**src/rtl/sfot_pkg.sv**
```systemverilog
// sfot_pkg: shared definitions for the SFOT RAM arbiter slice.
//   ADDR_W / DATA_W : RAM port widths.
//   REQ_CPU/REQ_DMA : requester IDs as carried in the pipeline tag.
//   tag_t           : per-access tag that travels alongside the RAM pipeline.
package sfot_pkg;

    localparam int unsigned ADDR_W = 16;
    localparam int unsigned DATA_W = 8;

    localparam logic REQ_CPU = 1'b0;
    localparam logic REQ_DMA = 1'b1;

    typedef struct packed {
        logic owner;    // requester that was granted
        logic is_read;  // access expects a data return
        logic oor;      // address outside the implemented RAM
    } tag_t;

endpackage

```
**src/rtl/sfot_arb_grant.sv**
```systemverilog
// sfot_arb_grant: combinational two-way grant logic for the SFOT RAM arbiter.
//
// Build option: SFOT_ARB_ROUND_ROBIN_EN
//   defined   - round-robin; a pointer register remembers which requester is
//               preferred on the next contention (the one not granted last).
//   undefined - fixed priority, CPU (requester 0) always wins; no state.
//
// Ports:
//   clk, rst_n  clock / async active-low reset (round-robin build only)
//   req0, req1  requests from CPU and DMA
//   gnt0, gnt1  one-hot-or-zero grants, never asserted without the request
module sfot_arb_grant
    import sfot_pkg::*;
(
`ifdef SFOT_ARB_ROUND_ROBIN_EN
    input  logic clk,
    input  logic rst_n,
`endif
    input  logic req0,
    input  logic req1,
    output logic gnt0,
    output logic gnt1
);

`ifdef SFOT_ARB_ROUND_ROBIN_EN
    logic ptr_q, ptr_d;  // requester preferred on contention

    always_comb begin
        gnt0  = req0 & (~req1 | (ptr_q == REQ_CPU));
        gnt1  = req1 & (~req0 | (ptr_q == REQ_DMA));
        ptr_d = ptr_q;
        // After any grant, favour the requester that did not win.
        if (gnt0) begin
            ptr_d = REQ_DMA;
        end else if (gnt1) begin
            ptr_d = REQ_CPU;
        end
    end

    always_ff @(posedge clk or negedge rst_n) begin
        if (!rst_n) begin
            ptr_q <= REQ_CPU;
        end else begin
            ptr_q <= ptr_d;
        end
    end
`else
    assign gnt0 = req0;
    assign gnt1 = req1 & ~req0;
`endif

endmodule

```
**src/rtl/sfot_ram_arbiter.sv**
```systemverilog
// sfot_ram_arbiter: shares the single-port SFOT 32K x 8 RAM (synchronous
// read, 1-cycle latency) between the CPU (requester 0) and DMA (requester 1).
//
// Build option: SFOT_ARB_ROUND_ROBIN_EN selects round-robin arbitration
// (see sfot_arb_grant); default is fixed CPU priority.
//
// Pipeline: grant in cycle C -> stage A registers drive the RAM in C+1 ->
// RAM performs the access at the end of C+1 -> read data returns in C+2.
//
// Ports:
//   clk, rst_n                     clock / async active-low reset
//   reqN, weN, addrN, wdataN       requester N access (held until granted)
//   gntN                           combinational grant
//   rvalidN, rdataN                read return strobe and data (data holds)
//   ram_ena/wea/addra/dina         registered RAM port
//   ram_douta                      RAM read data
module sfot_ram_arbiter
    import sfot_pkg::*;
#(
    parameter int unsigned       RAM_DEPTH = 32768,
    parameter logic [DATA_W-1:0] OOR_DATA  = 8'hFF
) (
    input  logic              clk,
    input  logic              rst_n,
    input  logic              req0,
    input  logic              we0,
    input  logic [ADDR_W-1:0] addr0,
    input  logic [DATA_W-1:0] wdata0,
    output logic              gnt0,
    output logic              rvalid0,
    output logic [DATA_W-1:0] rdata0,
    input  logic              req1,
    input  logic              we1,
    input  logic [ADDR_W-1:0] addr1,
    input  logic [DATA_W-1:0] wdata1,
    output logic              gnt1,
    output logic              rvalid1,
    output logic [DATA_W-1:0] rdata1,
    output logic              ram_ena,
    output logic              ram_wea,
    output logic [ADDR_W-1:0] ram_addra,
    output logic [DATA_W-1:0] ram_dina,
    input  logic [DATA_W-1:0] ram_douta
);

    sfot_arb_grant u_grant (
`ifdef SFOT_ARB_ROUND_ROBIN_EN
        .clk  (clk),
        .rst_n(rst_n),
`endif
        .req0 (req0),
        .req1 (req1),
        .gnt0 (gnt0),
        .gnt1 (gnt1)
    );

    // Selected access for this cycle.
    logic              any_gnt;
    logic              sel_we;
    logic [ADDR_W-1:0] sel_addr;
    logic [DATA_W-1:0] sel_wdata;
    logic              sel_oor;
    logic              sel_ram;

    always_comb begin
        any_gnt   = gnt0 | gnt1;
        sel_we    = gnt1 ? we1    : we0;
        sel_addr  = gnt1 ? addr1  : addr0;
        sel_wdata = gnt1 ? wdata1 : wdata0;
        sel_oor   = (32'(sel_addr) >= RAM_DEPTH);
        sel_ram   = any_gnt & ~sel_oor;
    end

    // Tag pipeline: stage A lines up with the RAM port, stage B with douta.
    logic              valid_a_q, valid_b_q;
    tag_t              tag_a_q, tag_b_q;
    logic [DATA_W-1:0] rdata0_q, rdata1_q;
    logic [DATA_W-1:0] ret_data;

    always_ff @(posedge clk or negedge rst_n) begin
        if (!rst_n) begin
            ram_ena   <= 1'b0;
            ram_wea   <= 1'b0;
            ram_addra <= '0;
            ram_dina  <= '0;
            valid_a_q <= 1'b0;
            tag_a_q   <= '0;
            valid_b_q <= 1'b0;
            tag_b_q   <= '0;
            rdata0_q  <= '0;
            rdata1_q  <= '0;
        end else begin
            // Out-of-range accesses never touch the RAM port.
            ram_ena <= sel_ram;
            ram_wea <= sel_ram & sel_we;
            if (sel_ram) begin
                ram_addra <= sel_addr;
                ram_dina  <= sel_wdata;
            end
            valid_a_q       <= any_gnt;
            tag_a_q.owner   <= gnt1 ? REQ_DMA : REQ_CPU;
            tag_a_q.is_read <= ~sel_we;
            tag_a_q.oor     <= sel_oor;
            valid_b_q       <= valid_a_q;
            tag_b_q         <= tag_a_q;
            if (rvalid0) begin
                rdata0_q <= ret_data;
            end
            if (rvalid1) begin
                rdata1_q <= ret_data;
            end
        end
    end

    // Return mux: data passes through during the valid cycle and is held
    // afterwards until the next return to the same requester.
    always_comb begin
        ret_data = tag_b_q.oor ? OOR_DATA : ram_douta;
        rvalid0  = valid_b_q & tag_b_q.is_read & (tag_b_q.owner == REQ_CPU);
        rvalid1  = valid_b_q & tag_b_q.is_read & (tag_b_q.owner == REQ_DMA);
        rdata0   = rvalid0 ? ret_data : rdata0_q;
        rdata1   = rvalid1 ? ret_data : rdata1_q;
    end

endmodule
```
**config.mk**
```make
export PLATFORM = sky130hd
export DESIGN_NAME = sfot_ram_arbiter
export DESIGN_NICKNAME = d
export VERILOG_FILES = /design/src/rtl/sfot_pkg.sv /design/src/rtl/sfot_arb_grant.sv /design/src/rtl/sfot_ram_arbiter.sv
export SDC_FILE = /design/constraint.sdc
export NUM_CORES = 1
export LEC_CHECK = 0
export BUFFER_PORTS_ARGS = -buffer_cell sky130_fd_sc_hd__buf_4
export CAP_MARGIN = 20
export CORE_MARGIN = 4
export CORE_UTILIZATION = 35
export CTS_CLUSTER_DIAMETER = 150
export DETAILED_ROUTE_END_ITERATION = 7
export GPL_TIMING_DRIVEN = 0
export MAX_ROUTING_LAYER = met4
export PLACE_DENSITY_LB_ADDON = 0.05
export SLEW_MARGIN = 10
export SYNTH_ARGS = -nofsm -noshare
export SYNTH_HDL_FRONTEND = slang
export SYNTH_HIERARCHICAL = 1
export SYNTH_SLANG_ARGS = --single-unit
```
**constraint.sdc**
```tcl
create_clock -name clk -period 3 [get_ports clk]
set_input_delay 0.6 -clock clk [delete_from_list [all_inputs] [get_ports clk]]
set_output_delay 0.6 -clock clk [all_outputs]
set_load 0.05 [all_outputs]
```
==> flow_metrics.env <==
export IMPL_ctsHtreeMaxLevel=2
export IMPL_end_kind="output port"
export IMPL_nets=361
export IMPL_drv_slew=0
export IMPL_route_detailed_drc=0
export IMPL_post_drt_via_cell_ratio=4.716
export IMPL_antenna_found_initial=0
export IMPL_dieHeight_um=89.61
export IMPL_tritoncts="built"
export IMPL_yosysWarnings=6
export IMPL_rsz0062_at_grt="false"
export IMPL_fin_ws_ps=648.7
export IMPL_wl_per_cell_um=14.57
export IMPL_globalplace_congestion=0.6934
export IMPL_drive_above_1_share_pct=43.33
export IMPL_synth_cells=186
export IMPL_dr_pass1_iters=4
export IMPL_ys_seq_area_share_pct=53.68
export IMPL_min_period_ps=2351
export IMPL_cp_data_arrival_time_ps=1750
export IMPL_grt_max_degree=51
export IMPL_clock_latency_ps=300
export IMPL_grtUsageTotal_pct=14.35
export IMPL_netlist_area_um2=2331
export IMPL_grt_overflow_total=0
export IMPL_pre_cts_ws_ps=968.2
export IMPL_clk_pin_slew_ps=100
export IMPL_nFillCells=618
export IMPL_clock_sinks=50
export IMPL_fp_dieArea_um2=8030
export IMPL_wirelength_um=5492
export IMPL_fin_skew_ps=4.804
export IMPL_r2r_end="rdata0_q[5]"
export IMPL_cp_data_required_time_ps=2400
export IMPL_cts_root_buf="clkbuf_8"
export IMPL_port_buffers=106
export IMPL_initial_utilization_pct=36.29
export IMPL_layout_common_cells="buf_4 (111), mux2i_1 (71), dfrtp_1 (50), nand2_1 (16), o21ai_0 (16)"
export IMPL_r2r_cells=4
export IMPL_criticalPathCategory="register to output port"
export IMPL_areaGrowthSynthToFinish_pct=42.57
export IMPL_r2r_start="tag_b_q[2]"
export IMPL_critPathLaunch="valid_b_q"
export IMPL_cts_buffers_inserted=5
export IMPL_crit_fanout=10
export IMPL_fmax_ghz=0.4253
export IMPL_cts_hold_buf=0
export IMPL_chipWidth_um=89.61
export IMPL_syn_avg_cell_area_um2=12.53
export IMPL_final_common_cell="buf_4"
export IMPL_tightest_slew_ps=633.0
export IMPL_dp_hpwl_um=4095
export IMPL_core_area_um2=6422
export IMPL_vias=1778
export IMPL_drt_iter0_drc=40
export IMPL_io_pins=108
export IMPL_grt_pass1_wl_um=8576
export IMPL_crit_end="rdata1[5]"
export IMPL_syn_nets=248
export IMPL_setup_violations=0
export IMPL_post_cts_setup_buffers=0
export IMPL_num_rows=29
export IMPL_hp_class="input port to asynchronous set/reset pin"
export IMPL_drtAntennaViolNets=0
export IMPL_tns_ps=0
export IMPL_start_kind="register"
export IMPL_synthDistinctLibCells=18
export IMPL_dpl_cell_area_um2=3223
export IMPL_final_area_um2=3323
export IMPL_post_cts_resized=0
export IMPL_vdd_ir_drop_worst_uv=325.5
export IMPL_rrSetupSlack_ps=1700
export IMPL_p_leak_nw=1.782
export IMPL_antenna_cells=0
export IMPL_powerDensity_nw_per_um2=664.0
export IMPL_cts_max_path_buffers=2
export IMPL_maxSlewHeadroom_pct=57.80
export IMPL_hold_viol=0
export IMPL_grt_pass1_vias=1737
export IMPL_timing_max_cap_violations=0
export IMPL_period_share_pct=78.38
export IMPL_ys_ff_latch=50
export IMPL_outcome="complete, no violations"
## metal layers
metal	global-route usage, %	vias to the layer above	share of wire (%)
li1	-	866	-
met1	18.56	842	44
met2	22.14	64	47
met3	3.923	6	8.0
met4	4.060	0	0.93
met5	-	-	0
## worst max-delay path, stage by stage (launching register included)
cell,delay [ps]
dfrtp_1,360
nand3_1,270
buf_2,290
o21ai_0,280
buf_4,260
## cell type report
class | count | area, µm² | area share (%)
flip-flops and latches | 50 | 1251 | 37.65
multi-input cells | 119 | 948.4 | 28.54
repair buffers | 106 | 795.8 | 23.95
plain buffers | 13 | 116.4 | 3.502
well taps | 77 | 96.34 | 2.899
clock buffers | 6 | 82.58 | 2.485
clock inverters | 2 | 17.52 | 0.5271
inverters | 4 | 15.01 | 0.4518
## metrics by stage
| stage | hold slack (ps) | utilization [%] | instances | total power [W] |
|---|---|---|---|---|
| 2_1_floorplan | 304.4 | - | 186 | 0.001491 |
| 3_3_place_gp | 331.6 | 50.19 | 369 | 0.001808 |
| 3_5_place_dp | 334.7 | 50.19 | 369 | 0.001816 |
| 4_1_cts | 328.9 | 51.74 | 377 | 0.002242 |
| 5_1_grt | 356.2 | 51.74 | 377 | 0.002328 |
| 6_report | 300.6 | 51.74 | 377 | 0.002206 |
## how the worst min path moves through the flow
stage	startpoint	to	slack [ps]	cells after the start
after floorplan	rst_n	ram_addra[0]	300	0
after global placement	valid_a_q	valid_b_q	330	0
after detailed placement	tag_a_q[1]	tag_b_q[1]	330	0
after CTS	rst_n	rdata1_q[6]	330	1
after global routing	rst_n	rdata1_q[7]	360	1
final	rst_n	rdata1_q[6]	300	1
## cells in the mapped netlist
library cell,count,area [µm²]
nor2_1,9,33.78
buf_2,4,20.02
nor2b_4,1,13.76
and2_1,1,6.260
buf_8,1,15.01
buf_4,5,37.54
o21ai_0,16,80.08
nand2_1,16,60.06
mux2i_1,71,710.7
inv_1,4,15.01
mux2_2,1,11.26
dfrtp_1,50,1251
or2_2,1,6.260
clkbuf_1,1,3.750
nand3_1,1,5.000
nand3b_1,1,7.510
nand2b_4,1,13.76
buf_12,2,40.04
## cell families (layout without fill, tap and decap cells)
| group | Yosys count | in the layout | share of synthesized area (%) |
|---|---|---|---|
| compound gates | 16 | 16 | 3.435 |
| buf+inv | 17 | 131 | 5.636 |
| flops | 50 | 50 | 53.68 |
| mux | 72 | 72 | 30.97 |
| simple gates | 31 | 31 | 6.280 |
## registers in the layout, indices dropped and copies added (netlist names)
signal / flops
ram_addra: 16
ram_dina: 8
rdata0_q: 8
rdata1_q: 8
tag_a_q: 3
tag_b_q: 3
ram_ena: 1
ram_wea: 1
valid_a_q: 1
valid_b_q: 1
## where the power goes
group	internal, W	total (W)	switching [W]
Combinational	0.000313	0.000930	0.000617
Sequential	0.000794	0.000860	0.0000662
Clock	0.000190	0.000416	0.000226
Note: power is estimated with default switching activity, not from simulation.
